### src/rtl/pacman_pkg.sv
// Shared types, constants and helpers for the Pac-Man sprite engine.
package pacman_pkg;

  localparam int SPR_SIZE = 16;
  localparam int SPR_BITS = $clog2(SPR_SIZE);
  localparam int ROM_AW   = 2 + 2 * SPR_BITS;

  typedef enum logic [1:0] {
    RIGHT = 2'd0,
    DOWN  = 2'd1,
    LEFT  = 2'd2,
    UP    = 2'd3
  } dir_t;

  typedef enum logic [1:0] {
    WAIT_FRAME = 2'd0,
    LATCH      = 2'd1,
    MOVE       = 2'd2,
    ANIMATE    = 2'd3
  } state_t;

  localparam logic [7:0] KEY_W = 8'h1A;
  localparam logic [7:0] KEY_A = 8'h04;
  localparam logic [7:0] KEY_S = 8'h16;
  localparam logic [7:0] KEY_D = 8'h07;

  localparam logic [3:0] TRANSPARENT_IDX = 4'h0;

  // Clamp a signed 11-bit coordinate into [0, hi]; never wraps.
  function automatic logic [9:0] clamp_axis(input logic signed [10:0] v,
                                            input logic [9:0] hi);
    logic [9:0] res;
    if (v < 11'sd0) begin
      res = 10'd0;
    end else if (v > $signed({1'b0, hi})) begin
      res = hi;
    end else begin
      res = v[9:0];
    end
    return res;
  endfunction

  // Sprite artwork: address is {frame, row, col}. The two leftmost columns
  // are transparent; the rest is a frame-dependent colour pattern in which
  // some texels also land on the transparent index.
  function automatic logic [3:0] sprite_pixel(input logic [ROM_AW-1:0] addr);
    logic [1:0]          f;
    logic [SPR_BITS-1:0] r;
    logic [SPR_BITS-1:0] c;
    logic [3:0]          v;
    f = addr[ROM_AW-1 -: 2];
    r = addr[2*SPR_BITS-1 -: SPR_BITS];
    c = addr[SPR_BITS-1:0];
    if (c < SPR_BITS'(2)) begin
      v = TRANSPARENT_IDX;
    end else begin
      v = 4'(r ^ c) + {1'b0, f, 1'b0} + {2'b00, f} + 4'd7;
    end
    return v;
  endfunction

endpackage

### src/rtl/pacman_sprite_rom.sv
// 1024x4 sprite texel store (4 animation frames of 16x16), combinational read.
// Contents come from the package artwork function so simulation and
// synthesis see the identical table.
module pacman_sprite_rom
  import pacman_pkg::*;
(
  input  logic [ROM_AW-1:0] addr,
  output logic [3:0]        data
);

  // Constant-table lookup; synthesises to a ROM / LUT tree.
  always_comb begin
    data = sprite_pixel(addr);
  end

endmodule

### src/rtl/pacman_sprite_engine.sv
// Pac-Man position/direction state machine stepped once per video frame,
// plus a 2-stage pixel pipeline overlaying the rotated, animated sprite on
// the frameRAM background index.
module pacman_sprite_engine
  import pacman_pkg::*;
#(
  parameter logic [9:0] START_X  = 10'd312,
  parameter logic [9:0] START_Y  = 10'd232,
  parameter logic [9:0] X_MAX    = 10'd624,
  parameter logic [9:0] Y_MAX    = 10'd464,
  parameter int         STEP     = 2,
  parameter int         ANIM_DIV = 4
) (
  input  logic       CLK,
  input  logic       RESET_N,
  input  logic [9:0] DrawX,
  input  logic [9:0] DrawY,
  input  logic       VGA_VS,
  input  logic [7:0] keycode,
  input  logic [3:0] bg_index,
  output logic [3:0] color_index_out,
  output logic [9:0] sprite_x,
  output logic [9:0] sprite_y,
  output logic [1:0] dir,
  output logic       frame_tick
);

  localparam int                 CNT_W    = (ANIM_DIV > 1) ? $clog2(ANIM_DIV) : 1;
  localparam logic [CNT_W-1:0]   CNT_LAST = CNT_W'(ANIM_DIV - 1);
  localparam logic signed [10:0] STEP_S   = 11'(STEP);

  // Frame sync
  logic vs_meta_r;
  logic vs_sync_r;
  logic vs_prev_r;
  logic vs_fall_s;
  logic frame_tick_r;

  // Movement state
  state_t           state_r,      state_nxt_s;
  dir_t             dir_r,        dir_nxt_s;
  logic [9:0]       x_r,          x_nxt_s;
  logic [9:0]       y_r,          y_nxt_s;
  logic             moved_r,      moved_nxt_s;
  logic [1:0]       anim_frame_r, anim_frame_nxt_s;
  logic [CNT_W-1:0] anim_cnt_r,   anim_cnt_nxt_s;
  logic signed [10:0] x_sum_s;
  logic signed [10:0] y_sum_s;

  // Pixel pipeline
  logic [9:0]          dx_s;
  logic [9:0]          dy_s;
  logic                hit_s;
  logic [SPR_BITS-1:0] rot_r_s;
  logic [SPR_BITS-1:0] rot_c_s;
  logic                hit_r;
  logic [ROM_AW-1:0]   rom_addr_r;
  logic [3:0]          rom_data_s;
  logic [3:0]          pix_sel_s;
  logic [3:0]          color_r;

  assign vs_fall_s = vs_prev_r & ~vs_sync_r;

  // Synchronise VGA_VS into CLK and register a one-cycle pulse on its fall.
  always_ff @(posedge CLK or negedge RESET_N) begin
    if (!RESET_N) begin
      vs_meta_r    <= 1'b0;
      vs_sync_r    <= 1'b0;
      vs_prev_r    <= 1'b0;
      frame_tick_r <= 1'b0;
    end else begin
      vs_meta_r    <= VGA_VS;
      vs_sync_r    <= vs_meta_r;
      vs_prev_r    <= vs_sync_r;
      frame_tick_r <= vs_fall_s;
    end
  end

  // Movement FSM state and the position/direction/animation it owns.
  always_ff @(posedge CLK or negedge RESET_N) begin
    if (!RESET_N) begin
      state_r      <= WAIT_FRAME;
      dir_r        <= RIGHT;
      x_r          <= START_X;
      y_r          <= START_Y;
      moved_r      <= 1'b0;
      anim_frame_r <= 2'd0;
      anim_cnt_r   <= '0;
    end else begin
      state_r      <= state_nxt_s;
      dir_r        <= dir_nxt_s;
      x_r          <= x_nxt_s;
      y_r          <= y_nxt_s;
      moved_r      <= moved_nxt_s;
      anim_frame_r <= anim_frame_nxt_s;
      anim_cnt_r   <= anim_cnt_nxt_s;
    end
  end

  // Next-state logic: latch key, take one clamped step, advance animation.
  always_comb begin
    state_nxt_s      = state_r;
    dir_nxt_s        = dir_r;
    x_nxt_s          = x_r;
    y_nxt_s          = y_r;
    moved_nxt_s      = moved_r;
    anim_frame_nxt_s = anim_frame_r;
    anim_cnt_nxt_s   = anim_cnt_r;
    x_sum_s          = $signed({1'b0, x_r});
    y_sum_s          = $signed({1'b0, y_r});

    case (dir_r)
      RIGHT:   x_sum_s = $signed({1'b0, x_r}) + STEP_S;
      LEFT:    x_sum_s = $signed({1'b0, x_r}) - STEP_S;
      DOWN:    y_sum_s = $signed({1'b0, y_r}) + STEP_S;
      UP:      y_sum_s = $signed({1'b0, y_r}) - STEP_S;
      default: x_sum_s = $signed({1'b0, x_r});
    endcase

    case (state_r)
      WAIT_FRAME: begin
        if (frame_tick_r) begin
          state_nxt_s = LATCH;
        end else begin
          state_nxt_s = WAIT_FRAME;
        end
      end
      LATCH: begin
        case (keycode)
          KEY_W:   dir_nxt_s = UP;
          KEY_S:   dir_nxt_s = DOWN;
          KEY_A:   dir_nxt_s = LEFT;
          KEY_D:   dir_nxt_s = RIGHT;
          default: dir_nxt_s = dir_r;
        endcase
        state_nxt_s = MOVE;
      end
      MOVE: begin
        x_nxt_s     = clamp_axis(x_sum_s, X_MAX);
        y_nxt_s     = clamp_axis(y_sum_s, Y_MAX);
        moved_nxt_s = (x_nxt_s != x_r) || (y_nxt_s != y_r);
        state_nxt_s = ANIMATE;
      end
      ANIMATE: begin
        // A sprite pinned against a wall keeps its current mouth pose.
        if (moved_r) begin
          if (anim_cnt_r == CNT_LAST) begin
            anim_cnt_nxt_s   = '0;
            anim_frame_nxt_s = anim_frame_r + 2'd1;
          end else begin
            anim_cnt_nxt_s   = anim_cnt_r + CNT_W'(1);
            anim_frame_nxt_s = anim_frame_r;
          end
        end else begin
          anim_cnt_nxt_s   = anim_cnt_r;
          anim_frame_nxt_s = anim_frame_r;
        end
        state_nxt_s = WAIT_FRAME;
      end
      default: begin
        state_nxt_s = WAIT_FRAME;
      end
    endcase
  end

  // Stage 1 combinational: sprite-relative offset, hit test and rotation.
  always_comb begin
    dx_s  = DrawX - x_r;
    dy_s  = DrawY - y_r;
    // Pixels left of / above the sprite wrap to large values and miss.
    hit_s = (dx_s < 10'(SPR_SIZE)) && (dy_s < 10'(SPR_SIZE));
    case (dir_r)
      RIGHT: begin
        rot_r_s = dy_s[SPR_BITS-1:0];
        rot_c_s = dx_s[SPR_BITS-1:0];
      end
      LEFT: begin
        rot_r_s = dy_s[SPR_BITS-1:0];
        rot_c_s = ~dx_s[SPR_BITS-1:0];
      end
      DOWN: begin
        rot_r_s = dx_s[SPR_BITS-1:0];
        rot_c_s = dy_s[SPR_BITS-1:0];
      end
      UP: begin
        rot_r_s = ~dx_s[SPR_BITS-1:0];
        rot_c_s = dy_s[SPR_BITS-1:0];
      end
      default: begin
        rot_r_s = dy_s[SPR_BITS-1:0];
        rot_c_s = dx_s[SPR_BITS-1:0];
      end
    endcase
  end

  // Stage 1 register: hit flag and texel address.
  always_ff @(posedge CLK or negedge RESET_N) begin
    if (!RESET_N) begin
      hit_r      <= 1'b0;
      rom_addr_r <= '0;
    end else begin
      hit_r      <= hit_s;
      rom_addr_r <= {anim_frame_r, rot_r_s, rot_c_s};
    end
  end

  pacman_sprite_rom u_rom (
    .addr (rom_addr_r),
    .data (rom_data_s)
  );

  // Stage 2 combinational: opaque sprite texel wins, otherwise background.
  always_comb begin
    if (hit_r && (rom_data_s != TRANSPARENT_IDX)) begin
      pix_sel_s = rom_data_s;
    end else begin
      pix_sel_s = bg_index;
    end
  end

  // Stage 2 register: final colour index towards color_mapper.
  always_ff @(posedge CLK or negedge RESET_N) begin
    if (!RESET_N) begin
      color_r <= 4'h0;
    end else begin
      color_r <= pix_sel_s;
    end
  end

  assign color_index_out = color_r;
  assign sprite_x        = x_r;
  assign sprite_y        = y_r;
  assign dir             = dir_r;
  assign frame_tick      = frame_tick_r;

endmodule

### config.mk
export PLATFORM = sky130hd
export DESIGN_NAME = pacman_sprite_engine
export DESIGN_NICKNAME = d
export VERILOG_FILES = /design/src/rtl/pacman_pkg.sv /design/src/rtl/pacman_sprite_rom.sv /design/src/rtl/pacman_sprite_engine.sv
export SDC_FILE = /design/constraint.sdc
export NUM_CORES = 1
export LEC_CHECK = 0
export BUFFER_PORTS_ARGS = -buffer_cell sky130_fd_sc_hd__buf_2
export CAP_MARGIN = 5
export CORE_ASPECT_RATIO = 1.25
export CORE_MARGIN = 8
export CORE_UTILIZATION = 41
export CTS_CLUSTER_DIAMETER = 80
export DETAILED_ROUTE_END_ITERATION = 12
export GPL_TIMING_DRIVEN = 0
export SYNTH_ARGS = -nofsm -noshare
export SYNTH_HDL_FRONTEND = slang
export SYNTH_SLANG_ARGS = --single-unit
### constraint.sdc
create_clock -name CLK -period 3.7 [get_ports CLK]
set_input_delay 0.555 -clock CLK [delete_from_list [all_inputs] [get_ports CLK]]
set_output_delay 0.555 -clock CLK [all_outputs]
set_load 0.01 [all_outputs]
# After elaboration in Yosys (flattened, before gate mapping)
# Cells that the tools add are included.
# op_classes
n_eq_ne	13
addsub	11
n_lt_le_gt_ge	7
n_reduce_logical	12
mux	16
bitwise_logic	4
# ops
operator	n
$mux W10	6
$pmux W11 S2	2
$pmux W4 S3	2
$add A10 B2 Y11 const B	2
$lt A11 B1 Y1 const B	2
$sub A10 B2 Y11 const B	2
$lt A10 B5 Y1 const B	2
$ne A10 B10 Y1	2
$sub A10 B10 Y10	2
$eq A8 B3 Y1 const B	2
$eq A8 B5 Y1 const B	2
$pmux W2 S4	2
$gt A11 B10 Y1 const B	1
$gt A11 B11 Y1 const B	1
$eq A2 B2 Y1 const B	5
$mux W4	2
$reduce_bool A4 Y1	2
$add A2 B1 Y2 const B	2
$add A4 B2 Y4	1
$add A4 B3 Y4	1
$add A4 B3 Y4 const B	1
$eq A2 B1 Y1 const B	2
$logic_not A2 Y1	2
$lt A4 B2 Y1 const B	1
other kinds (11)	14
# totals
output_inout_bits	27
elab_cells	77
in_bits	35
register_bits	48

# Longest topological paths before layout
# Gate-level depths: netlist of run 1.
# logic_depth
ltp_word	8
ltp_mapped	14
ltp_nobuf	13

# Modules after synthesis
# From an unflattened synthesis of run 1, not the netlist that was laid out.
# unflattened
hier_cells	582
area_unflattened_um2	4737.0
# by_module_without_submodules
module	area_per_inst_um2	seq_area_each_um2	n_inst	cells_each
pacman_sprite_engine	4530.6	1211.2	1	554
pacman_sprite_rom	206.4	0.0	1	28

# Worst setup path after synthesis of run 1
# OpenSTA, ideal clock, no wires.
# synth_timing
kind	register -> register
start	register dir_r[0] (netlist: dir[0])
end	register moved_r
setup_slack_ns	0.252
n_path_buf	2
required_ns	3.562
arrival_time_ns	3.309
setup_ns	0.138
path_stages_with_launch	15
period_less_slack_ns	3.448
cell_sequence	dfrtp_1 buf_6 nor2b_1 buf_2 xnor2_1 ha_1 nor4b_1 and4b_1 or3_1 o2111ai_2 a21oi_1 a21oi_2 a2111o_1 a2111oi_2 a31oi_1
# synth_between
elab_chain_len	8
elab_cells_between_ends	19
cone_classes	4 x order compare; 5 x eq/ne; 8 x mux; 2 x reduce/logical
# synth_lines
item	line_no	rtl
start, declared	pacman_sprite_engine.sv:41	dir_t dir_r, dir_nxt_s;
start signal, assigned	pacman_sprite_engine.sv:91	dir_r <= dir_nxt_s;
$eq A2 B2 Y1, or another cell as far along	pacman_sprite_engine.sv:112	case (dir_r)
$pmux W11 S2	pacman_sprite_engine.sv:112	
$gt A11 B11 Y1 / $gt A11 B10 Y1 (equally long branches)	pacman_pkg.sv:35	end else if (v > $signed({1'b0, hi})) begin
$mux W10	pacman_pkg.sv:35	
$mux W10	pacman_pkg.sv:33	if (v < 11'sd0) begin
$mux W10	pacman_sprite_engine.sv:120	case (state_r)
$ne A10 B10 Y1	pacman_sprite_engine.sv:141	moved_nxt_s = (x_nxt_s != x_r) || (y_nxt_s != y_r);
$logic_or A1 B1 Y1 *	pacman_sprite_engine.sv:141	
end signal, assigned	pacman_sprite_engine.sv:94	moved_r <= moved_nxt_s;
end, declared	pacman_sprite_engine.sv:44	logic moved_r, moved_nxt_s;
# Every way passes the cells marked *; elsewhere a longest branch is shown, timed or not. The select of a mux whose other input is x is not followed.
# A chain may end at the register's enable or synchronous reset.

# Worst setup path after layout of run 1
# layout_timing
start	register x_r[1] (netlist: sprite_x[1])
end	register hit_r
# layout_between
elab_chain_len	3
# layout_lines
item	line_no	rtl
start, declared	pacman_sprite_engine.sv:42	logic [9:0] x_r, x_nxt_s;
start signal, assigned	pacman_sprite_engine.sv:92	x_r <= x_nxt_s;
$sub A10 B10 Y10	pacman_sprite_engine.sv:168	dx_s = DrawX - x_r;
$lt A10 B5 Y1	pacman_sprite_engine.sv:171	hit_s = (dx_s < 10'(SPR_SIZE)) && (dy_s < 10'(SPR_SIZE));
$logic_and A1 B1 Y1	pacman_sprite_engine.sv:171	
net hit_s	pacman_sprite_engine.sv:53	logic hit_s;
end signal, assigned	pacman_sprite_engine.sv:202	hit_r <= hit_s;
end, declared	pacman_sprite_engine.sv:56	logic hit_r;
# The timed path passes the listed nets, and every way through them passes these cells.

==> flow_summary.rst, run 1 <==
.. list-table::
   :header-rows: 1

   * - Metric
     - Value
   * - Number of top-level pins
     - 62
   * - Hold path startpoint
     - vs_meta_r
   * - Internal
     - roughly 1900 uW
   * - Count of input and output buffers
     - a little over 60
   * - Leak pwr
     - 0.002322 uW
   * - Final clock period utilization by the worst path
     - 0.9733
   * - Final non-filler cell total
     - 762
   * - Total negative slack
     - 0 ns
   * - Area grow syn2layout
     - 16.88%
   * - Crit. path cell count
     - 12
   * - Setup CP Type
     - flop to flop
   * - Ant. Diodes
     - 0
   * - Worst hold slack after final layout
     - between 0.3 and 0.4 ns
   * - Total number of vias
     - 4543
   * - F_max
     - 0.2777 GHz
   * - Sequential area share after synthesis
     - 0.2644
   * - Number of antenna violations at the first check in global routing
     - 0
   * - Combined area of all synthesized cells
     - around 0.0046 mm^2
   * - Total of max-cap violations
     - 0
   * - Synthesized Nets
     - 624
   * - Top post-synthesis cells by area
     - sky130_fd_sc_hd__dfrtp_1 22%, sky130_fd_sc_hd__ha_1 8.5%, sky130_fd_sc_hd__xnor2_1 5.4%
   * - Buf/Inv on CP
     - 2
   * - Initial Util
     - 0.4174
   * - Power, Total
     - 3471 uW
   * - Most common library cell in the layout ignoring fill and taps
     - sky130_fd_sc_hd__buf_2
   * - Combined global-route utilization of all metal layers
     - 0.1952
   * - Most frequently used flop master after synthesis
     - sky130_fd_sc_hd__dfrtp_1
   * - Number of distinct library cell variants in the gate-level netlist after synthesis
     - 87
   * - Async SR Flop Fraction
     - 1.000
   * - Proportion of layout cells with a drive suffix above 1
     - 0.2169
   * - Number of cells after detailed placement
     - 751
   * - First-pass GRT wire length
     - around 24000 um
   * - Hold Crit Depth
     - 0
   * - Most used cells in the layout excluding fill and tap cells
     - 69 x sky130_fd_sc_hd__buf_2, 54 x sky130_fd_sc_hd__nor2_1, 41 x sky130_fd_sc_hd__nand2_1
   * - Switching component of the power
     - around 1600 uW
   * - P per Cell Area
     - 648.4 mW/mm^2
   * - Synth top area share
     - 0.2185
   * - RSZ-0062 raised after global routing
     - no
   * - Buffers from clock root to sink, at most
     - 2
   * - Average wire per cell in the routed design
     - 19.40 um
   * - DRC marker count from the first detailed-route iteration
     - 470
   * - Total clock buffers created by CTS
     - 5
   * - Clock Latency Late Sink
     - 0.30 ns
   * - Type of the most critical hold path
     - flop to flop
   * - Maximum level of the CTS H-tree
     - 2
   * - Number of global-route vias before repair
     - 4427
   * - Critical-path cell with the highest stage delay
     - sky130_fd_sc_hd__a2111oi_2
   * - Final nets
     - 695
   * - Run status
     - finished clean
   * - Signal arrival time at the worst endpoint
     - 3.73 ns
   * - Max stage delay on crit path
     - 0.49 ns
   * - Post-synthesis cell type with the largest combined area
     - sky130_fd_sc_hd__dfrtp_1
   * - Worst-path clk slew
     - approximately 0.080 ns
   * - Clk_skew
     - 0.009286 ns
   * - Worst path top cell family by delay
     - compound AO/OA/AOI/OAI gates
   * - Cell count after synthesis
     - 555
   * - Via density
     - 5.962
   * - Cells on worst reg2reg path
     - 12
   * - Max IR drop VDD
     - 0.2776 mV
   * - Setup crit start kind
     - flop
   * - Required time of the worst setup path
     - 3.83 ns
   * - Switching power as a share of total power
     - 0.4667
   * - Num Clock Sinks
     - 48
   * - Maximum number of pins on one net before global-route repair
     - 49
   * - Crit-path cells
     - clkbuf_2 -> inv_1 -> ha_1 -> nor2b_1 -> o21ai_0 -> a21boi_0 -> o21a_1 -> o21a_1 -> o21ai_0 -> a21boi_0 -> or3_1 -> a2111oi_2
   * - First element of the critical path
     - sprite_x[1]
   * - Register bit count reported by yosys
     - 48
   * - Die X-Extent
     - 110.5 um
   * - Count of flip-flops with a built-in enable after synthesis
     - 0
   * - Detailed-placement wirelength estimate
     - approximately 11000 um
   * - Relative contribution of the clock network to total power
     - 0.159
   * - Die Y
     - 134.2 um
   * - Fraction of power consumed by sequential logic
     - 0.240
   * - Routed wire length
     - 14780 um
   * - Total count of max-transition violations in the final report
     - 0
   * - Floorplan row count
     - 43
   * - Full die area
     - 0.01483 mm^2
   * - Startpoint of the lowest-slack register-to-register path
     - sprite_x[1]
   * - Pre-antenna DRT Iters
     - 5
   * - Clock tree root driver cell
     - sky130_fd_sc_hd__clkbuf_16
   * - Placeable core region
     - approximately 0.011 mm^2
   * - Power share of the combinational group
     - 0.601
   * - CTS tree
     - yes
   * - CP endpoint kind
     - flop
   * - Final period demand of the worst path
     - 3.601 ns
   * - Finish-stage setup viols
     - 0
   * - Crit path max fanout
     - 10
   * - Max-slew headroom at the worst pin
     - 0.2537
   * - Drc violations
     - 0
   * - Syn. warnings
     - 0
   * - Final estimated routing congestion in global placement
     - 0.9563
   * - Hold Fails Final Rpt
     - 0
   * - Post-synthesis area per instance
     - just over 8 um^2
   * - Slew of the pin with the lowest slew margin
     - 1.119 ns
   * - Residual antenna-violating net count after detailed routing
     - 0
   * - Total congestion overflow after global routing
     - 0
==> power by group through the flow <==
stage	Combinational (uW)	Sequential (uW)	Clock, uW
3_3_place_gp	1980	828	0
4_1_cts	2060	830	555
3_5_place_dp	2000	833	0
6_report	2090	834	550
5_1_grt	2290	852	582
2_1_floorplan	1430	818	0
==> stage by stage <==
step / util / worst slack, ns / instance area, um^2
final: 0.4878 / 0.09887 / 5354
after global placement: 0.4606 / -0.3903 / 5055
after CTS: 0.4838 / 0.02206 / 5310
after detailed placement: 0.4606 / -0.3315 / 5055
after floorplan: - / 0.2525 / 4581
after global routing: 0.4878 / 0.0007887 / 5354
==> final timing paths <==
kind,to,slack (ns)
hold / removal,vs_sync_r,0.36
min in group asynchronous,color_index_out[3],0.48
setup reg to reg,hit_r,0.1
max in group asynchronous,dir[1],2.46
setup / recovery,hit_r,0.1
hold reg to reg,vs_sync_r,0.36
==> kinds of logic after synthesis <==
family	synth area share
adders and majority gates	0.09779
DFF	0.2644
AOI/OAI and AO/OA	0.2499
muxes	0.03606
buffers and inverters	0.06419
and+or+nand+nor	0.2152
xor gates and xnor gates	0.07239
==> layer usage <==
| layer | track usage | share of wire |
|---|---|---|
| met1 | 0.2410 | 0.43 |
| met2 | 0.3321 | 0.48 |
| met4 | 0.08202 | 0.032 |
| met3 | 0.02726 | 0.051 |
| met5 | 0 | 0 |
==> sequential cells by signal, summed over array words and instances (netlist names), 2 cells and up <==
signal and flops:
sprite_x 10, dir 2, anim_frame_r 2, rom_addr_r 10
anim_cnt_r 2, sprite_y 10, state_r 2, color_index_out 4
==> final cells by class <==
cell class	count	area, um^2
Clock inverter	3	46.29
Tap cell	135	168.9
Buffer	29	162.7
Multi-Input combinational cell	439	3163
Fill cell	1100	5622
Timing Repair Buffer	64	327.8
Inverter	39	146.4
Clock buffer	5	125.1
Sequential cell	48	1214
==> synthesized netlist by cell type, types with 5 or more instances <==
master                     number
sky130_fd_sc_hd__nor2_1        54
sky130_fd_sc_hd__nand2_1       42
sky130_fd_sc_hd__dfrtp_1       40
sky130_fd_sc_hd__inv_1         37
sky130_fd_sc_hd__a21oi_1       34
sky130_fd_sc_hd__ha_1          31
sky130_fd_sc_hd__o21ai_0       31
sky130_fd_sc_hd__xnor2_1       28
sky130_fd_sc_hd__nand3_1       18
sky130_fd_sc_hd__nor3_1        13
sky130_fd_sc_hd__clkbuf_1      12
sky130_fd_sc_hd__mux2i_1       12
sky130_fd_sc_hd__buf_2         10
sky130_fd_sc_hd__o21a_1        10
sky130_fd_sc_hd__nor2b_1        9
sky130_fd_sc_hd__a21o_1         8
sky130_fd_sc_hd__a31oi_1        8
sky130_fd_sc_hd__dfstp_2        8
sky130_fd_sc_hd__xor2_1         8
sky130_fd_sc_hd__nand2b_1       7
sky130_fd_sc_hd__and2_1         5
sky130_fd_sc_hd__nor4_1         5
sky130_fd_sc_hd__o31ai_1        5
sky130_fd_sc_hd__or3_1          5
==> repair_timing <==
action	4_1_cts	5_1_grt
endpoints found under the setup margin	4	2
gates resized for setup	18	11
buffers inserted	1	2
pin swaps	1	2
hold buffers	0	0
No activity file was read; power rests on OpenSTA's default activity.
==> run 2, diff against run 1 <==
CORE_UTILIZATION = 40   (was 41)
==> flow_summary.rst, run 2 (synthesis gave the netlist of run 1 again) <==
.. list-table::
   :header-rows: 1

   * - Metric
     - Value
   * - Total clock buffers created by CTS
     - 5 (unchanged)
   * - P per Cell Area
     - 650.7 mW/mm^2 (+0.36%)
   * - Slew of the pin with the lowest slew margin
     - 0.8479 ns (-0.2716 ns)
   * - Final clock period utilization by the worst path
     - 0.9944 (+0.02115)
   * - Detailed-placement wirelength estimate
     - 11370 um (-1.0%)
   * - Count of input and output buffers
     - 61 (unchanged)
   * - Clock Latency Late Sink
     - 0.30 ns (about the same)
   * - Switching power as a share of total power
     - 0.4530 (-0.01373)
   * - Via density
     - 5.974 (+0.20%)
   * - Most used cells in the layout excluding fill and tap cells
     - 69 x sky130_fd_sc_hd__buf_2, 54 x sky130_fd_sc_hd__nor2_1, 41 x sky130_fd_sc_hd__nand2_1
   * - Total congestion overflow after global routing
     - 0 (unchanged)
   * - Die X-Extent
     - 111.7 um (+1.1%)
   * - Full die area
     - 0.01515 mm^2 (+2.2%)
   * - Maximum level of the CTS H-tree
     - 2 (unchanged)
   * - Setup CP Type
     - flop to flop
   * - Fill cells
     - 1098 (-0.18%)
   * - Worst path top cell family by delay
     - compound AO/OA/AOI/OAI gates
   * - Critical-path cell with the highest stage delay
     - sky130_fd_sc_hd__or3b_2
   * - Final nets
     - 698 (+0.43%)
   * - Hold Fails Final Rpt
     - 0 (unchanged)
   * - Number of top-level pins
     - 62 (unchanged)
   * - Num Clock Sinks
     - 48 (unchanged)
   * - Cells on worst reg2reg path
     - 15 (+3)
   * - Routed wire length
     - 14950 um (+1.2%)
   * - Area grow syn2layout
     - 18.57%
   * - Total count of max-transition violations in the final report
     - 0 (unchanged)
   * - Final non-filler cell total
     - 765 (+0.39%)
   * - Max IR drop VDD
     - 0.3272 mV (+18%)
   * - Worst hold slack after final layout
     - 0.1962 ns (-0.1611 ns)
   * - Run status
     - finished clean
   * - Switching component of the power
     - 1601 uW (-1.2%)
   * - Setup slack after placement
     - -0.3679 ns (-0.03636 ns)
   * - Relative contribution of the clock network to total power
     - 0.172 (+0.013)
   * - Type of the most critical hold path
     - primary input to asynchronous set/reset pin
   * - Buffers from clock root to sink, at most
     - 2 (unchanged)
   * - Residual antenna-violating net count after detailed routing
     - 0 (unchanged)
   * - Proportion of layout cells with a drive suffix above 1
     - 0.2206 (+0.003729)
   * - Number of cells after detailed placement
     - 751 (unchanged)
   * - Required time of the worst setup path
     - 3.86 ns (+0.03 ns)
   * - Ant. Diodes
     - 0 (unchanged)
   * - Total number of vias
     - 4570 (+0.59%)
   * - CP endpoint kind
     - flop
   * - Reg-to-reg endpoint
     - moved_r
   * - Combined global-route utilization of all metal layers
     - 0.1934 (-0.001824)
   * - Initial Util
     - 0.4113 (-0.006049)
   * - Number of global-route vias before repair
     - 4443 (+0.36%)
   * - F_max
     - 0.2718 GHz (-2.1%)
   * - Die Y
     - 135.6 um (+1.1%)
   * - DRC marker count from the first detailed-route iteration
     - 334 (-29%)
   * - Startpoint of the lowest-slack register-to-register path
     - dir[0]
   * - Drc violations
     - 0 (unchanged)
   * - Placeable core region
     - 0.01114 mm^2 (+1.5%)
   * - CTS tree
     - yes
   * - Signal arrival time at the worst endpoint
     - 3.84 ns (+0.11 ns)
   * - Power share of the combinational group
     - 0.592 (-0.009)
   * - First-pass GRT wire length
     - 23250 um (-1.7%)
   * - Max stage delay on crit path
     - 0.45 ns (-0.04 ns)
   * - Most common library cell in the layout ignoring fill and taps
     - sky130_fd_sc_hd__buf_2
   * - Max-slew headroom at the worst pin
     - 0.4268 (+0.1731)
   * - Floorplan row count
     - 43 (unchanged)
   * - Reg2Reg Setup Slack
     - 0.02 ns (-0.08 ns)
   * - Clk_skew
     - 0.01033 ns (+0.001047 ns)
   * - Maximum number of pins on one net before global-route repair
     - 49 (unchanged)
   * - Worst-path clk slew
     - 0.07 ns (about the same)
   * - Clock tree root driver cell
     - sky130_fd_sc_hd__clkbuf_16
   * - Buf/Inv on CP
     - 3 (+1)
   * - Number of antenna violations at the first check in global routing
     - 0 (unchanged)
   * - Internal
     - 1933 uW (+4.4%)
   * - Total of max-cap violations
     - 0 (unchanged)
   * - Average wire per cell in the routed design
     - 19.54 um (+0.76%)
   * - Pre-antenna DRT Iters
     - 5 (unchanged)
   * - Hold buffers post-CTS
     - 0 (unchanged)
   * - Fraction of power consumed by sequential logic
     - 0.235 (-0.005)
   * - Final setup margin
     - 0.02061 ns (-0.07826 ns)
   * - Final period demand of the worst path
     - 3.679 ns (+0.07826 ns)
   * - Final estimated routing congestion in global placement
     - 0.9366 (-2.1%)
   * - Crit-path cells
     - buf_6 -> nand2_4 -> inv_2 -> xnor2_1 -> ha_2 -> nor4_4 -> a21oi_1 -> or3b_2 -> a211o_1 -> a311oi_2 -> buf_4 -> a211o_4 -> a21oi_1 -> a31oi_1 -> a31oi_1
   * - Setup crit start kind
     - flop
   * - Finish-stage setup viols
     - 0 (unchanged)
   * - Crit path max fanout
     - 10 (unchanged)
   * - Leak pwr
     - 0.002368 uW (+2.0%)
[run 2: cell type report]
| cell class | count | area [um^2] | share of cell area |
|---|---|---|---|
| Sequential cell | 48 | 1215 | 0.2237 |
| Clock buffer | 5 | 125.1 | 0.02304 |
| Tap cell | 135 | 168.9 | 0.03110 |
| Multi-Input combinational cell | 439 | 3182 | 0.5858 |
| Clock inverter | 3 | 68.82 | 0.01267 |
| Inverter | 39 | 146.4 | 0.02695 |
| Timing Repair Buffer | 67 | 362.8 | 0.06680 |
| Buffer | 29 | 162.7 | 0.02995 |
[run 2: how the worst max path moves through the flow]
stage	slack (ns)	end	from	cells after the start
2_1_floorplan	0.25	moved_r	dir[0]	14
3_3_place_gp	-0.39	moved_r	dir[1]	13
3_5_place_dp	-0.37	moved_r	dir[0]	14
4_1_cts	-0.002	hit_r	sprite_x[1]	12
5_1_grt	-0.03	moved_r	dir[0]	14
6_report	0.02	moved_r	dir[0]	15
[run 2: per-stage QoR]
step	cell area [um^2]	util	setup TNS, ns	power, uW
after global routing	5431	0.4877	-0.02623	3769
final	5431	0.4877	0	3534
after floorplan	4581	-	0	2252
after CTS	5316	0.4774	-0.002037	3481
after detailed placement	5055	0.4539	-0.6842	2809
after global placement	5055	0.4539	-0.6372	2776
[run 2: worst register-to-register path, stage by stage, from the launching register on]
cell and delay (ns):
sky130_fd_sc_hd__dfrtp_1 0.39, sky130_fd_sc_hd__buf_6 0.17, sky130_fd_sc_hd__nand2_4 0.14, sky130_fd_sc_hd__inv_2 0.10
sky130_fd_sc_hd__xnor2_1 0.14, sky130_fd_sc_hd__ha_2 0.23, sky130_fd_sc_hd__nor4_4 0.33, sky130_fd_sc_hd__a21oi_1 0.10
sky130_fd_sc_hd__or3b_2 0.45, sky130_fd_sc_hd__a211o_1 0.32, sky130_fd_sc_hd__a311oi_2 0.32, sky130_fd_sc_hd__buf_4 0.18
sky130_fd_sc_hd__a211o_4 0.14, sky130_fd_sc_hd__a21oi_1 0.12, sky130_fd_sc_hd__a31oi_1 0.27, sky130_fd_sc_hd__a31oi_1 0.13
[run 2: power by group through the flow]
stage / Combinational [uW] / Clock (uW) / Sequential, uW
floorplan: 1430 / 0 / 818
global placement: 1950 / 0 / 825
detailed placement: 1980 / 0 / 830
CTS: 2030 / 622 / 825
global route: 2280 / 639 / 851
finish: 2090 / 608 / 832
[run 2: repair_timing]
| item | 4_1_cts | 5_1_grt |
|---|---|---|
| resized for setup | 16 | 19 |
| pin swaps | 2 | 6 |
| setup buffers | 0 | 5 |
| setup endpoints to repair | 3 | 2 |
[run 2: routing by layer]
| layer | vias to the layer above | GRT usage | part of all wire | wire (um) |
|---|---|---|---|---|
| li1 | 2169 | - | - | - |
| met2 | 195 | 0.3400 | 0.49 | 7380 |
| met3 | 37 | 0.02899 | 0.061 | 915 |
| met4 | 0 | 0.09901 | 0.036 | 534 |
| met5 | - | 0 | 0 | 0 |
| met1 | 2169 | 0.2244 | 0.41 | 6122 |
==> run 3, diff against run 2 <==
BUFFER_PORTS_ARGS = -buffer_cell sky130_fd_sc_hd__clkbuf_2   (was -buffer_cell sky130_fd_sc_hd__buf_2)
CORE_ASPECT_RATIO = default   (was 1.25)
==> flow_summary.rst, run 3 (synthesis gave the netlist of run 1 again) <==
.. list-table::
   :header-rows: 1

   * - Metric
     - Value
   * - Num Clock Sinks
     - 48 (unchanged)
   * - Proportion of layout cells with a drive suffix above 1
     - 0.2134 (-0.007259)
   * - Startpoint of the lowest-slack register-to-register path
     - dir[1]
   * - Count of input and output buffers
     - 61 (unchanged)
   * - Full die area
     - 0.01513 mm^2 (-0.15%)
   * - RSZ-0062 raised after global routing
     - yes
   * - Die X-Extent
     - 123.0 um (+10%)
   * - Total negative slack
     - 0 ns (unchanged)
   * - Max-slew headroom at the worst pin
     - 0.4461 (+0.01934)
   * - Most common library cell in the layout ignoring fill and taps
     - sky130_fd_sc_hd__clkbuf_2
   * - Final clock period utilization by the worst path
     - 0.9718 (-0.02261)
   * - Signal arrival time at the worst endpoint
     - 3.75 ns (-0.09 ns)
   * - Residual antenna-violating net count after detailed routing
     - 0 (unchanged)
   * - Hold Fails Final Rpt
     - 0 (unchanged)
   * - Final estimated routing congestion in global placement
     - 0.9260 (-1.1%)
   * - Final nets
     - 696 (-0.29%)
   * - Cells on worst reg2reg path
     - 14 (-1)
   * - Slew of the pin with the lowest slew margin
     - 0.8204 ns (-0.02748 ns)
   * - Most used cells in the layout excluding fill and tap cells
     - 61 x sky130_fd_sc_hd__clkbuf_2, 54 x sky130_fd_sc_hd__nor2_1, 41 x sky130_fd_sc_hd__nand2_1
   * - DRC marker count from the first detailed-route iteration
     - 409 (+22%)
   * - Pre-antenna DRT Iters
     - 5 (unchanged)
   * - Number of top-level pins
     - 62 (unchanged)
   * - Total congestion overflow after global routing
     - 0 (unchanged)
   * - Ant. Diodes
     - 0 (unchanged)
   * - Final Util
     - 0.4777 (-0.01002)
   * - Maximum number of pins on one net before global-route repair
     - 49 (unchanged)
   * - Hold buffers post-CTS
     - 0 (unchanged)
   * - Floorplan row count
     - 39 (-9.3%)
   * - Crit path max fanout
     - 10 (unchanged)
   * - Reg-to-reg endpoint
     - moved_r
   * - Max IR drop VDD
     - 0.4334 mV (+32%)
   * - Maximum level of the CTS H-tree
     - 2 (unchanged)
   * - Run status
     - finished clean
   * - Setup CP Type
     - flop to flop
   * - Critical path destination
     - moved_r
   * - Total count of max-transition violations in the final report
     - 0 (unchanged)
   * - Setup crit start kind
     - flop
   * - P per Cell Area
     - 647.3 mW/mm^2 (-0.53%)
   * - First-pass GRT wire length
     - 24000 um (+3.2%)
   * - Reg2Reg Setup Slack
     - 0.10 ns (+0.08 ns)
   * - Number of antenna violations at the first check in global routing
     - 0 (unchanged)
   * - Routed wire length
     - 15200 um (+1.7%)
   * - Via density
     - 5.939 (-0.58%)
   * - Buffers from clock root to sink, at most
     - 2 (unchanged)
   * - Clk_skew
     - 0.008095 ns (-0.002238 ns)
   * - Detailed-placement wirelength estimate
     - 11790 um (+3.6%)
   * - Area grow syn2layout
     - 18.06%
   * - Final period demand of the worst path
     - 3.596 ns (-0.08364 ns)
   * - Leak pwr
     - 0.002337 uW (-1.3%)
   * - Average wire per cell in the routed design
     - 19.71 um (+0.87%)
   * - Clock tree root driver cell
     - sky130_fd_sc_hd__clkbuf_16
   * - Total of max-cap violations
     - 0 (unchanged)
   * - Setup slack after placement
     - -0.3684 ns (-0.0005680 ns)
   * - Drc violations
     - 0 (unchanged)
   * - Number of global-route vias before repair
     - 4511 (+1.5%)
   * - Initial Util
     - 0.4046 (-0.006682)
   * - CP endpoint kind
     - flop
   * - Total clock buffers created by CTS
     - 5 (unchanged)
   * - Cell area after layout
     - 0.005408 mm^2 (-0.44%)
   * - Required time of the worst setup path
     - 3.86 ns (about the same)
   * - Power, Total
     - 3500 uW (-0.97%)
   * - Worst-path clk slew
     - 0.07 ns (about the same)
   * - Clock Latency Late Sink
     - 0.29 ns (about the same)
   * - Placed Instance Area
     - 0.005065 mm^2 (+0.20%)
   * - Total number of vias
     - 4579 (+0.20%)
   * - Finish-stage setup viols
     - 0 (unchanged)
   * - Die Y
     - 123.0 um (-9.3%)
   * - First element of the critical path
     - dir[1]
   * - Final setup margin
     - 0.1043 ns (+0.08364 ns)
   * - CTS tree
     - yes
   * - F_max
     - 0.2781 GHz (+2.3%)
   * - Combined global-route utilization of all metal layers
     - 0.2027 (+0.009283)
   * - Placeable core region
     - 0.01132 mm^2 (+1.7%)
   * - Type of the most critical hold path
     - primary input to asynchronous set/reset pin
-- run 3: through the flow --
step,cells,hold WS [ns]
2_1_floorplan,555,0.2594
5_1_grt,771,0.1308
6_report,771,0.1217
3_5_place_dp,759,0.3364
3_3_place_gp,759,0.3372
4_1_cts,767,0.3613
-- run 3: report_power, final --
part | internal [uW] | switching (uW)
Clock | 339 | 206
Sequential | 677 | 170
Combinational | 867 | 1240
-- run 3: layer usage --
| metal | share of wire | track usage | up-vias |
|---|---|---|---|
| met5 | 0 | 0 | - |
| met4 | 0.015 | 0.04966 | 0 |
| met3 | 0.083 | 0.05571 | 21 |
| met2 | 0.48 | 0.3432 | 202 |
| met1 | 0.43 | 0.2505 | 2192 |
| li1 | - | - | 2164 |
-- run 3: worst min path at each step --
stage	from	end	slack [ns]	cells past startpoint
2_1_floorplan	RESET_N	anim_cnt_r[0]	0.26	0
3_3_place_gp	vs_meta_r	vs_sync_r	0.34	0
3_5_place_dp	vs_meta_r	vs_sync_r	0.34	0
4_1_cts	VGA_VS	vs_meta_r	0.36	1
5_1_grt	RESET_N	hit_r	0.13	1
6_report	RESET_N	rom_addr_r[3]	0.12	1
-- run 3: what timing repair did --
item	CTS	global route
setup buffers	0	3
gates cloned	0	0
pin swaps	0	3
setup endpoints to repair	2	2
gates resized for setup	14	14
-- run 3: layout make-up --
cell class                      instances  area, um^2
Fill cell                            1124        5913
Multi-Input combinational cell        439        3182
Sequential cell                        48        1214
Timing Repair Buffer                   65       347.8
Tap cell                              143       178.9
Buffer                                 29       161.4
Inverter                               39       146.4
Clock buffer                            6       138.9
Clock inverter                          2       38.79
-- run 3: worst max-delay path: stages, from the launching register on --
cell and delay, ns:
sky130_fd_sc_hd__dfrtp_2 0.50, sky130_fd_sc_hd__nor2b_4 0.23, sky130_fd_sc_hd__buf_6 0.16, sky130_fd_sc_hd__xnor2_1 0.13, sky130_fd_sc_hd__ha_2 0.31, sky130_fd_sc_hd__nor4b_4 0.08
sky130_fd_sc_hd__and4b_1 0.23, sky130_fd_sc_hd__or3_1 0.36, sky130_fd_sc_hd__o2111ai_2 0.14, sky130_fd_sc_hd__o21ba_4 0.23, sky130_fd_sc_hd__buf_4 0.15, sky130_fd_sc_hd__a211o_1 0.34
sky130_fd_sc_hd__mux2i_1 0.18, sky130_fd_sc_hd__nor4_2 0.30, sky130_fd_sc_hd__a31oi_1 0.13
